### config.mk
export PLATFORM = sky130hd
export DESIGN_NAME = ext_light_ctrl
export DESIGN_NICKNAME = d
export VERILOG_FILES = /design/src/rtl/ext_light_ctrl.sv
export SDC_FILE = /design/constraint.sdc
export NUM_CORES = 1
export LEC_CHECK = 0
export CAP_MARGIN = 25
export CORE_MARGIN = 4
export CORE_UTILIZATION = 45
export DETAILED_ROUTE_END_ITERATION = 12
export PLACE_DENSITY = 0.74
export SYNTH_ARGS = -nofsm -noshare
export SYNTH_HDL_FRONTEND = slang
export SYNTH_SLANG_ARGS = --single-unit
### constraint.sdc
create_clock -name CLK -period 1.5 [get_ports CLK]
set_input_delay 0.15 -clock CLK [delete_from_list [all_inputs] [get_ports CLK]]
set_output_delay 0.15 -clock CLK [all_outputs]
set_load 0.03 [all_outputs]
### src/rtl/ext_light_ctrl.sv
// Exterior light sequencer: hysteresis + persistence filter on luminosity samples,
// manual override, saturating soft-start/soft-stop dimming ramp and PWM output.
module ext_light_ctrl #(
    parameter int ON_TH     = 40,
    parameter int OFF_TH    = 60,
    parameter int HOLD      = 4,
    parameter int RAMP_STEP = 16
) (
    input  logic       CLK,
    input  logic       Reset,
    input  logic [7:0] Lum_sen,
    input  logic       Sample_en,
    input  logic       Man_on,
    input  logic       Man_off,
    output logic       Ext_light,
    output logic [7:0] Dim_level,
    output logic       Pwm_out,
    output logic [1:0] State
);

    typedef enum logic [1:0] {
        ST_OFF      = 2'd0,
        ST_PEND_ON  = 2'd1,
        ST_ON       = 2'd2,
        ST_PEND_OFF = 2'd3
    } state_t;

    localparam logic [7:0] ON_TH_B  = 8'(ON_TH);
    localparam logic [7:0] OFF_TH_B = 8'(OFF_TH);
    localparam logic [3:0] HOLD_B   = 4'(HOLD);
    localparam logic [8:0] STEP_B   = 9'(RAMP_STEP);

    state_t     state;
    logic [3:0] hold_cnt;
    logic [3:0] hold_next;
    logic [7:0] pwm_cnt;
    logic       is_dark;
    logic       is_bright;
    logic [8:0] dim_up;
    logic [8:0] dim_dn;

    assign is_dark   = Lum_sen < ON_TH_B;
    assign is_bright = Lum_sen > OFF_TH_B;
    assign hold_next = hold_cnt + 4'd1;

    assign Ext_light = (state == ST_ON) || (state == ST_PEND_OFF);
    assign State     = state;

    // Overrides beat the sample strobe; the filter only sees samples when both are low.
    always_ff @(posedge CLK or negedge Reset) begin
        if (!Reset) begin
            state    <= ST_OFF;
            hold_cnt <= 4'd0;
        end else if (Man_on) begin
            state    <= ST_ON;
            hold_cnt <= 4'd0;
        end else if (Man_off) begin
            state    <= ST_OFF;
            hold_cnt <= 4'd0;
        end else if (Sample_en) begin
            case (state)
                ST_OFF: begin
                    if (is_dark) begin
                        state    <= ST_PEND_ON;
                        hold_cnt <= 4'd1;
                    end
                end
                ST_PEND_ON: begin
                    if (!is_dark) begin
                        state    <= ST_OFF;
                        hold_cnt <= 4'd0;
                    end else if (hold_next == HOLD_B) begin
                        state    <= ST_ON;
                        hold_cnt <= 4'd0;
                    end else begin
                        hold_cnt <= hold_next;
                    end
                end
                ST_ON: begin
                    if (is_bright) begin
                        state    <= ST_PEND_OFF;
                        hold_cnt <= 4'd1;
                    end
                end
                ST_PEND_OFF: begin
                    if (!is_bright) begin
                        state    <= ST_ON;
                        hold_cnt <= 4'd0;
                    end else if (hold_next == HOLD_B) begin
                        state    <= ST_OFF;
                        hold_cnt <= 4'd0;
                    end else begin
                        hold_cnt <= hold_next;
                    end
                end
                default: begin
                    state    <= ST_OFF;
                    hold_cnt <= 4'd0;
                end
            endcase
        end
    end

    // Ninth bit flags overflow on the way up and borrow on the way down.
    assign dim_up = {1'b0, Dim_level} + STEP_B;
    assign dim_dn = {1'b0, Dim_level} - STEP_B;

    always_ff @(posedge CLK or negedge Reset) begin
        if (!Reset) begin
            Dim_level <= 8'd0;
            pwm_cnt   <= 8'd0;
            Pwm_out   <= 1'b0;
        end else begin
            if (Ext_light) begin
                Dim_level <= dim_up[8] ? 8'hFF : dim_up[7:0];
            end else begin
                Dim_level <= dim_dn[8] ? 8'h00 : dim_dn[7:0];
            end
            pwm_cnt <= pwm_cnt + 8'd1;
            Pwm_out <= (pwm_cnt < Dim_level) || (Dim_level == 8'hFF);
        end
    end

endmodule

# [After elaboration in Yosys (flattened, before gate mapping)]
# Index checks and enable logic that the tools add are counted.
# W data, S select, Z words.
[classes] add_sub_neg=4 magnitude_cmp=3 eq_ne=9 muxes=22 n_reduce_logical=6
[op_table] op="$mux W4" count=8
[op_table] op="$mux W8" count=3
[op_table] op="$mux W2" count=9
[op_table] op="$pmux W4 S4" count=1
[op_table] op="$add A8 B5 Y9 const B" count=1
[op_table] op="$sub A8 B5 Y9 const B" count=1
[op_table] op="$add A8 B1 Y8 const B" count=1
[op_table] op="$eq A8 B8 Y1 const B" count=1
[op_table] op="$gt A8 B6 Y1 const B" count=1
[op_table] op="$lt A8 B6 Y1 const B" count=1
[op_table] op="$lt A8 B8 Y1" count=1
[op_table] op="$ne A4 B4 Y1 const B" count=2
[op_table] op="$pmux W2 S4" count=1
[op_table] op="$ne A5 B4 Y1 const B" count=1
[op_table] op="$ne A5 B5 Y1 const B" count=1
[op_table] op="$reduce_and A5 Y1" count=1
[op_table] op="$add A4 B1 Y4 const B" count=1
[op_table] op="$eq A2 B2 Y1 const B" count=2
[op_table] op="$eq A4 B3 Y1 const B" count=1
[op_table] op="$reduce_and A3 Y1" count=1
[op_table] op="$reduce_bool A3 Y1" count=1
[op_table] op="$eq A2 B1 Y1 const B" count=1
[op_table] op="$logic_not A2 Y1" count=1
[op_table] op="$logic_or A1 B1 Y1" count=2
[word_totals] ff_bits=23 in_bits=13 output_inout_bits=12 word_cells=49

# [Longest topological paths before layout]
# Gate-level depths: netlist of the first run.
[logic_depth] word_depth=8 depth_mapped=7 mapped_depth_nobuf=7

# [Worst setup path after synthesis of the first run]
# No wires, ideal clock.
[synth_timing] kind="register to register" start="register state[1] (netlist: State[1])" end="register hold_cnt[3]" setup_ps=69 t_arrival_ps=1702 t_required_ps=1431 setup_slack_ps=-271 path_stages_with_launch=6 n_path_buf=0 period_less_slack_ps=1771 path_cell_list="dfrtp_1 -> inv_1 -> a211o_1 -> a41o_1 -> or4b_1 -> nand3_1"
[synth_between] elab_chain_len=5 word_cells_on_any_way=11 classes_between="eq/ne: 5; mux: 4; reduce/logical: 2"
[synth_rtl] item="start: declaration" line="33" rtl="state_t state;"
[synth_rtl] item="start signal: assignment" line="52" rtl="state <= ST_OFF;"
[synth_rtl] item="start signal: assignment" line="55" rtl="state <= ST_ON;"
[synth_rtl] item="start signal: assignment" line="58" rtl="state <= ST_OFF;"
[synth_rtl] item="$eq A2 B2 Y1 (tied with other cells)" line="61" rtl="case (state)"
[synth_rtl] item="$pmux W4 S4" line="61"
[synth_rtl] item="$mux W4" line="60" rtl="end else if (Sample_en) begin"
[synth_rtl] item="$mux W4" line="57" rtl="end else if (Man_off) begin"
[synth_rtl] item="$mux W4" line="54" rtl="end else if (Man_on) begin"
[synth_rtl] item="end signal: assignment" line="76" rtl="hold_cnt <= hold_next;"
[synth_rtl] item="end signal: assignment" line="93" rtl="hold_cnt <= hold_next;"
[synth_rtl] item="end: declaration" line="34" rtl="logic [3:0] hold_cnt;"
# Parallel ways exist; a longest one is shown, timed or not. The select of a mux whose other input is x is not followed.
# A chain may end at the register's enable or synchronous reset.

# [Worst setup path in the final report of the first run]
[layout_timing] start="register hold_cnt[1]" end="register state[1] (netlist: State[1])"
[layout_between] elab_chain_len=4 word_cells_on_any_way=5 classes_between="add/sub: 1; eq/ne: 3; reduce/logical: 1"
[layout_rtl] item="$add A4 B1 Y4 *" line="44" rtl="assign hold_next = hold_cnt + 4'd1;"
[layout_rtl] item="$eq A4 B3 Y1 *" line="72, 89"
[layout_rtl] item="$ne A5 B4 Y1 (no line) / $ne A5 B5 Y1 (equally long branches)"
[layout_rtl] item="$reduce_and A5 Y1 (no line) *"
[layout_rtl] item="end signal: assignment" line="70" rtl="state <= ST_OFF;"
[layout_rtl] item="end signal: assignment" line="73" rtl="state <= ST_ON;"
[layout_rtl] item="end signal: assignment" line="90" rtl="state <= ST_OFF;"
# Mark *: on every way between the ends. The rest lies on a longest branch, timed or not.

==> results.json, run 1 <==
{
  "outcome": "finished, violations left",
  "violations": "negative setup slack",
  "ant_nets": 0,
  "synth_seq_cells": 20,
  "syn_area_per_cell_um2": 9.32,
  "place.gp.congestion": 0.709,
  "cts_buffers": 3,
  "yosys_warnings": 0,
  "synth_area_leaders": "dfrtp_1, ha_1, o21ai_0",
  "finalHoldViolations": 0,
  "antenna_found_initial": 0,
  "drt-pass1-iter-count": 4,
  "ys_types": 35,
  "synthesis.nets": 158,
  "fp.dieH_um": 60.5,
  "cap_violations": 0,
  "crit_slowest_cell": "dfrtp_1",
  "post_dp_cell_area_um2": 1600,
  "grtUsageTotal_pct": 15.6,
  "nets": 201,
  "synth_area_leader_cell": "dfrtp_1",
  "clk_pin_slew_worst_paths_ns": 0.12,
  "start_util_pct": 48.7,
  "cts.sinks": 20,
  "critPathBufInv": 0,
  "cp.required_ns": 1.70,
  "grt_pass1_vias": 1056,
  "tightestPinTransition_ns": 0.315,
  "slew_headroom_pct": 79.1,
  "synth_top_area_share_pct": 40.4,
  "cp.depth": 5,
  "max_stage_delay_ns": 0.42,
  "overflow": 0,
  "post-place-ws_ns": -0.561,
  "rsz0062_at_grt": "yes",
  "num_vias": 1104,
  "path_max_fanout": 4,
  "fin_crit_ns": 1.60,
  "end_kind": "flip-flop",
  "clk_latency_ns": 0.30,
  "hpwlAfterDp_um": 2030,
  "layout_commonest_cell": "buf_4",
  "final_util_pct": 67.8,
  "stdcell_area_um2": 1730,
  "clockRootBuffer": "clkbuf_4",
  "vdd_drop_max_v": 0.000963,
  "final-instance-count-excl-fill": 205,
  "fin_crit_sh_pct": 107,
  "critPathLaunchType": "flip-flop",
  "p_sw_mw": 0.737,
  "netlist_area_um2": 1240,
  "reg2reg_depth": 5,
  "coreArea_um2": 2540,
  "routed_via_density": 5.39,
  "fmax_mhz": 624,
  "io_buffers": 24,
  "worst_slack_ns": -0.103,
  "rows": 18,
  "ys_seq_area_share_pct": 40.4,
  "leakagePower_nw": 0.851,
  "diodes": 0,
  "p_per_area_nw_per_um2": 1060,
  "h-tree-depth": 1,
  "ctsHoldBuffers": 0,
  "wire_per_inst_um": 13.4,
  "pwr-share-clk_pct": 14.4,
  "tritoncts": "built",
  "drtIter0Drc": 34,
  "cp.arrival_ns": 1.81,
  "critPathKind": "flip-flop to flip-flop",
  "crit_chain": "ha_2 -> nand3b_1 -> o32a_1 -> a21oi_2 -> mux2_4",
  "drv_slew": 0,
  "p_sw_share_pct": 40.3,
  "synthCells": 133,
  "setup_viol": 5,
  "critical_path.top_delay_family": "flip-flops",
  "p_comb_share_pct": 47.3,
  "wl_um": 2750,
  "skew_ns": 0.0170,
  "cts_buffer_depth": 2,
  "internal-power_mw": 1.09,
  "io_pins": 25,
  "min_path_type": "input pin to async pin",
  "dp.cells": 195,
  "pwr-share-seq_pct": 38.4,
  "grt_pass1_wl_um": 4350,
  "dieArea_um2": 3660,
  "final_cell_mix": "buf_4, dfrtp_1, dlygate4sd2_1, nand2_1",
  "drc": 0,
  "grt_max_degree": 21,
  "setup-tns-final_ns": -0.384,
  "drive_gt1_share_pct": 22.9,
  "area_growth_pct": 39.3,
  "die_w_um": 60.5
}
[metal layers]
metal / share of wire (%) / vias up / global-route usage [%]
li1: - / 565 / -
met1: 44 / 510 / 19.3
met2: 49 / 23 / 27.2
met3: 5.2 / 6 / 3.19
met4: 1.9 / 0 / 5.57
met5: 0 / - / 0
[synthesized netlist by cell type, drive strengths merged]
cell	number
and3	1
a21o	1
buf	3
o211ai	3
ha	12
a211o	1
a2111oi	1
and4	1
nand2b	2
dfrtp	20
a21oi	7
o31ai	2
o21ai	12
a31oi	1
xor2	2
nand2	11
o32a	1
a41o	1
and2	1
nor2	6
nand3	9
nor3	3
nand4b	1
clkbuf	2
nand3b	1
inv	10
nor2b	2
xnor2	5
or4b	1
a32oi	1
nand4	3
a211oi	3
mux2	2
a21boi	1
[worst paths after layout]
path / startpoint / end / slack, ns
worst min register to register: pwm_cnt[0] / pwm_cnt[0] / 0.50
max in group asynchronous: Reset / pwm_cnt[5] / 1.11
min in group CLK: Lum_sen[7] / State[0] / 0.47
worst max register to register: hold_cnt[1] / State[1] / -0.10
worst min-delay path: Reset / Pwm_out / 0.16
worst max-delay path: hold_cnt[1] / State[1] / -0.10
[kinds of logic after synthesis]
logic type	after synthesis	share of synthesized area, %
AOI/OAI and AO/OA	35	18.0
muxes	2	1.82
buffers and inverters	15	5.45
and+or+nand+nor	42	17.4
xor gates and xnor gates	7	4.94
DFF	20	40.4
adders and majority gates	12	12.1
[flip-flops by register name (all words and copies together) (netlist names)]
signal / flops
Dim_level: 5
Pwm_out: 1
State: 2
hold_cnt: 4
pwm_cnt: 8
[metrics by stage]
stage                     hold slack, ns  power, mW
final                              0.163       1.83
after global routing               0.195       1.96
after CTS                          0.172       1.76
after detailed placement           0.480       1.54
after global placement             0.475       1.51
after floorplan                   -0.146       1.24
[cell type report]
| type | count | area [um^2] |
|---|---|---|
| inverters | 10 | 37.5 |
| clock buffers | 4 | 26.3 |
| fillers | 203 | 818 |
| multi-input cells | 98 | 732 |
| well taps | 30 | 37.5 |
| repair buffers | 43 | 387 |
| flip-flops and latches | 20 | 507 |
[what timing repair did]
item,CTS,global route
endpoints found under the setup margin,15,6
setup buffers,1,7
gates resized for setup,18,15
pin swaps,2,8
[power groups by stage]
stage / Sequential, mW / Combinational [mW] / Clock [mW]
finish: 0.702 / 0.865 / 0.263
global route: 0.713 / 0.957 / 0.291
CTS: 0.704 / 0.783 / 0.274
detailed placement: 0.717 / 0.825 / 0
global placement: 0.711 / 0.803 / 0
floorplan: 0.834 / 0.404 / 0
Power figures use the tool's default switching activity.
==> run 2, diff against run 1 <==
RECOVER_POWER = 100   (was unset)
==> run 2 against run 1 <==
  * The run still ends with negative setup slack left
  * Count of clock-buffer cells in the layout unchanged
  * Via count about the same
  * Die area unchanged
  * First-iteration DRC count decreased by 15%
  * Critical path depth unchanged
  * Flip-flop and latch count unchanged
  * Total power decreased by 0.44%
  * Clock skew increased by 0.00099 ns
  * Combinational power decreased by 0.8%
  * Worst hold slack improved by 0.31 ns
  * Design area decreased by 0.65%
==> results.json, run 2 (synthesized netlist as in run 1, its figures left out) <==
{
  "io_pins": 25,
  "end_kind": "flip-flop",
  "clockRootBuffer": "clkbuf_4",
  "nets": 201,
  "io_buffers": 24,
  "cp.required_ns": 1.70,
  "slew_headroom_pct": 29.3,
  "seqCellArea_um2": 505,
  "diodes": 0,
  "skew_ns": 0.0180,
  "critPathBufInv": 0,
  "cp.depth": 5,
  "cts_buffer_depth": 2,
  "cp-endpoint": "State[1]",
  "fin_crit_sh_pct": 107,
  "nFillCells": 205,
  "hpwlAfterDp_um": 2030,
  "rsz0062_at_grt": "yes",
  "reg2reg_from": "hold_cnt[1]",
  "cp-startpoint": "hold_cnt[1]",
  "wire_per_inst_um": 13.4,
  "setup_viol": 5,
  "drc": 0,
  "antenna_found_initial": 0,
  "clk_latency_ns": 0.30,
  "min_path_type": "input pin to flip-flop",
  "critPathKind": "flip-flop to flip-flop",
  "cts_buffers": 3,
  "area_growth_pct": 38.3,
  "path_max_fanout": 4,
  "grt_pass1_vias": 1056,
  "grt_pass1_wl_um": 4350,
  "critPathLaunchType": "flip-flop",
  "drv_slew": 0,
  "final_cell_mix": "dfrtp_1, buf_4, dlygate4sd2_1, nand2_1",
  "overflow": 0,
  "crit_chain": "ha_2 -> nand3b_1 -> o32a_1 -> a21oi_2 -> mux2_4",
  "tightestPinTransition_ns": 1.06,
  "top_register": "pwm_cnt",
  "multiInputGateArea_um2": 732,
  "r2r-end": "State[1]",
  "finalHoldViolations": 0,
  "grt_max_degree": 21,
  "layout_commonest_cell": "dfrtp_1",
  "vdd_drop_max_v": 0.000952,
  "cp.arrival_ns": 1.81,
  "drt-pass1-iter-count": 4,
  "clk_pin_slew_worst_paths_ns": 0.12,
  "dieArea_um2": 3660,
  "place.gp.congestion": 0.709,
  "final_util_pct": 67.4,
  "grtUsageTotal_pct": 15.6,
  "reg2reg_depth": 5,
  "cts.sinks": 20,
  "die_w_um": 60.5,
  "start_util_pct": 48.7,
  "fp.dieH_um": 60.5,
  "reg2reg_setup_slack_ns": -0.10,
  "fin_crit_ns": 1.60,
  "tritoncts": "built",
  "routed_via_density": 5.39,
  "num_vias": 1105,
  "coreArea_um2": 2540,
  "rows": 18,
  "wl_um": 2750,
  "post-place-ws_ns": -0.561,
  "min_path_cells": 6,
  "top_regs": "pwm_cnt (8), Dim_level (5), hold_cnt (4)",
  "critical_path.top_delay_family": "flip-flops",
  "leakagePower_nw": 0.845,
  "crit_slowest_cell": "dfrtp_1",
  "drtIter0Drc": 29,
  "cap_violations": 0,
  "worst_slack_ns": -0.102,
  "max_stage_delay_ns": 0.42,
  "drive_gt1_share_pct": 21.1,
  "outcome": "finished, violations left",
  "h-tree-depth": 1,
  "min_from": "Lum_sen[7]",
  "p_per_area_nw_per_um2": 1060,
  "fmax_mhz": 624,
  "violations": "negative setup slack",
  "largest_reg_flops": 8,
  "ant_nets": 0
}
run 2: cell count changes in the layout (fill, tap and decap cells not counted), sizes merged:
cell           change
dlygate4sd3        +1
clkdlybuf4s50      -1
clkbuf             +5
buf                -5
run 2: report_power, final:
part           leakage, nW  internal [mW]  total (mW)  switching (mW)
clock network       0.0150          0.104       0.264           0.160
registers            0.237          0.615       0.699          0.0841
logic                0.593          0.365       0.858           0.494
run 2: layout make-up:
type | count | share of cell area (%)
clock buffers | 4 | 1.53
inverters | 10 | 2.19
multi-input cells | 98 | 42.7
flip-flops and latches | 20 | 29.5
well taps | 30 | 2.19
repair buffers | 43 | 22.0
run 2: what timing repair did:
item,in CTS,in global routing
setup buffers,1,7
resized for setup,18,15
setup endpoints to repair,15,6
hold buffers,0,0
pin swaps,2,8
run 2: worst min path at each step:
stage	to	slack (ns)
2_1_floorplan	Dim_level[2]	-0.15
3_3_place_gp	pwm_cnt[7]	0.47
3_5_place_dp	pwm_cnt[7]	0.48
4_1_cts	Pwm_out	0.17
5_1_grt	State[0]	0.52
6_report	State[0]	0.47
run 2: worst min-delay path, delay by kind of cell:
kind / cells / cell delay (ns)
compound gates: 2 / 0.18
simple gates: 3 / 0.30
buf+inv: 1 / 0.12
run 2: metrics by stage:
stage / setup TNS, ns / total power, mW / hold slack [ns] / cells / cell area [um^2]
floorplan: -0.214 / 1.24 / -0.146 / 133 / 1250
global placement: -1.76 / 1.51 / 0.475 / 195 / 1600
detailed placement: -1.97 / 1.54 / 0.480 / 195 / 1600
CTS: -0.362 / 1.76 / 0.172 / 200 / 1630
global route: -0.901 / 1.95 / 0.522 / 205 / 1720
finish: -0.381 / 1.82 / 0.469 / 205 / 1720
run 2: layer usage:
layer,track usage (%),up-vias,routed length (um)
li1,-,568,-
met1,19.3,508,1190
met2,27.2,23,1370
met3,3.19,6,142
met4,5.57,0,53
met5,0,-,0
==> run 3, diff against run 2 <==
MAX_ROUTING_LAYER = met4   (was unset)
REMOVE_ABC_BUFFERS = 1   (was unset)
==> run 3 against run 2 <==
  * The flow still finishes with violations (negative setup slack)
  * Clock skew decreased by 0.013 ns
  * Routed wire length is 2.7% lower
  * Clock power shrank 4%
  * Combinational power fell by 1%
  * Final cell count down 0.98%
  * Maximum frequency grew 0.23%
  * Worst setup slack better by 0.0037 ns
  * Register-to-register slack barely moved
  * Sequential power shrank 4.3%
  * Critical path type unchanged
  * Largest cell class unchanged
  * Largest power group unchanged
  * Highest routed layer unchanged
==> results.json, run 3 (synthesized netlist as in run 1, its figures left out) <==
{
  "largest_reg_flops": 8,
  "final_cell_mix": "dfrtp_1, buf_4, dlygate4sd2_1, nand2_1, ha_1",
  "grt_pass1_vias": 1058,
  "reg2reg_depth": 5,
  "dp.cells": 195,
  "fmax_mhz": 626,
  "critPathBufInv": 0,
  "cts_buffers": 3,
  "nFillCells": 223,
  "cp.required_ns": 1.70,
  "wire_per_inst_um": 13.2,
  "holdWs_ns": 0.472,
  "critPathLaunchType": "flip-flop",
  "coreArea_um2": 2540,
  "top_regs": "pwm_cnt (8), Dim_level (5), hold_cnt (4)",
  "drt-pass1-iter-count": 4,
  "place.gp.congestion": 0.790,
  "min_from": "Lum_sen[4]",
  "final_util_pct": 64.4,
  "cp-startpoint": "hold_cnt[1]",
  "num_vias": 1101,
  "crit_chain": "ha_2 -> nand3b_1 -> o32a_1 -> a21oi_2 -> mux2_4",
  "cap_violations": 0,
  "drtIter0Drc": 30,
  "p_per_area_nw_per_um2": 1080,
  "cp.arrival_ns": 1.80,
  "diodes": 0,
  "tightestPinTransition_ns": 1.06,
  "die_w_um": 60.5,
  "reg2reg_from": "hold_cnt[1]",
  "crit_slowest_cell": "dfrtp_1",
  "clk_pin_slew_worst_paths_ns": 0.11,
  "leakagePower_nw": 0.786,
  "critical_path.top_delay_family": "flip-flops",
  "min_path_cells": 6,
  "rows": 18,
  "io_pins": 25,
  "worst_slack_ns": -0.0984,
  "outcome": "finished, violations left",
  "min_path_type": "input pin to flip-flop",
  "finalHoldViolations": 0,
  "final-instance-count-excl-fill": 203,
  "rsz0062_at_grt": "yes",
  "end_kind": "flip-flop",
  "fp.dieH_um": 60.5,
  "post_dp_cell_area_um2": 1590,
  "critPathKind": "flip-flop to flip-flop",
  "clk_latency_ns": 0.30,
  "layout_commonest_cell": "dfrtp_1",
  "io_buffers": 24,
  "grt_max_degree": 21,
  "hpwlAfterDp_um": 2060,
  "stdcell_area_um2": 1640,
  "routed_via_density": 5.42,
  "skew_ns": 0.00469,
  "start_util_pct": 48.7,
  "ant_nets": 0,
  "wl_um": 2680,
  "vdd_drop_max_v": 0.000832,
  "post-place-ws_ns": -0.488,
  "cts_buffer_depth": 2,
  "setup_viol": 5,
  "drc": 0,
  "violations": "negative setup slack",
  "drv_slew": 0,
  "antenna_found_initial": 0,
  "cp.depth": 5,
  "fin_crit_ns": 1.60,
  "dieArea_um2": 3660,
  "nets": 200,
  "tritoncts": "built",
  "multiInputGateArea_um2": 692,
  "max_stage_delay_ns": 0.42,
  "grt_pass1_wl_um": 4520,
  "h-tree-depth": 1,
  "path_max_fanout": 4,
  "fin_crit_sh_pct": 107,
  "area_growth_pct": 32.2,
  "overflow": 0,
  "top_register": "pwm_cnt",
  "cts.sinks": 20,
  "slew_headroom_pct": 29.5,
  "seqCellArea_um2": 500,
  "clockRootBuffer": "clkbuf_4",
  "drive_gt1_share_pct": 13.9,
  "grtUsageTotal_pct": 16.6
}
## run 3: changes by cell type in the layout (fill, tap and decap cells not counted), moves of 2 or more
| cell | before | now |
|---|---|---|
| dlymetal6s2s_1 | 7 | 1 |
| ha_1 | 9 | 11 |
| dfrtp_2 | 4 | 0 |
| dfrtp_1 | 16 | 20 |
| clkdlybuf4s50_1 | 5 | 10 |
## run 3: stage by stage
step / TNS [ns] / total power, mW
finish: -0.389 / 1.77
global route: -0.748 / 1.91
CTS: -0.328 / 1.79
detailed placement: -1.98 / 1.57
global placement: -1.69 / 1.54
floorplan: -2.80 / 1.21
## run 3: final cells by class
type	count	area share (%)
tap	30	2.29
sequential	20	30.5
multi-input combinational	98	42.2
clock buffer	3	1.37
timing repair buffer	42	21.3
inverter	10	2.29
## run 3: what timing repair did
item                                    in CTS  in global routing
hold buffers                                 0                  0
setup buffers                                3                  2
gates resized for setup                     20                  4
endpoints found under the setup margin      15                  6
pin swaps                                    6                  4
## run 3: final timing paths
check / end / slack [ns]
max: State[1] / -0.1
min: State[0] / 0.47
max reg2reg: State[1] / -0.1
min reg2reg: pwm_cnt[7] / 0.49
max in group asynchronous: Dim_level[7] / 0.33
min in group asynchronous: pwm_cnt[6] / 0.54
## run 3: report_power, final
group	internal, mW	switching, mW	total, mW
Sequential	0.608	0.0605	0.669
Combinational	0.354	0.495	0.849
Clock	0.0937	0.160	0.254
Total	1.06	0.716	1.77
## run 3: worst reg2reg max path, delay by kind of cell (launching register included)
kind	cells	cell delay [ns]
AOI/OAI and AO/OA	2	0.40
adders and majority gates	1	0.21
DFF	1	0.42
muxes	1	0.31
and+or+nand+nor	1	0.15
## run 3: layer usage
metal	global-route usage, %	wire [um]	up-vias
met3	1.91	87	6
li1	-	-	561
met4	7.43	53	0
met5	-	0	-
met1	21.3	1240	512
met2	26.5	1300	22
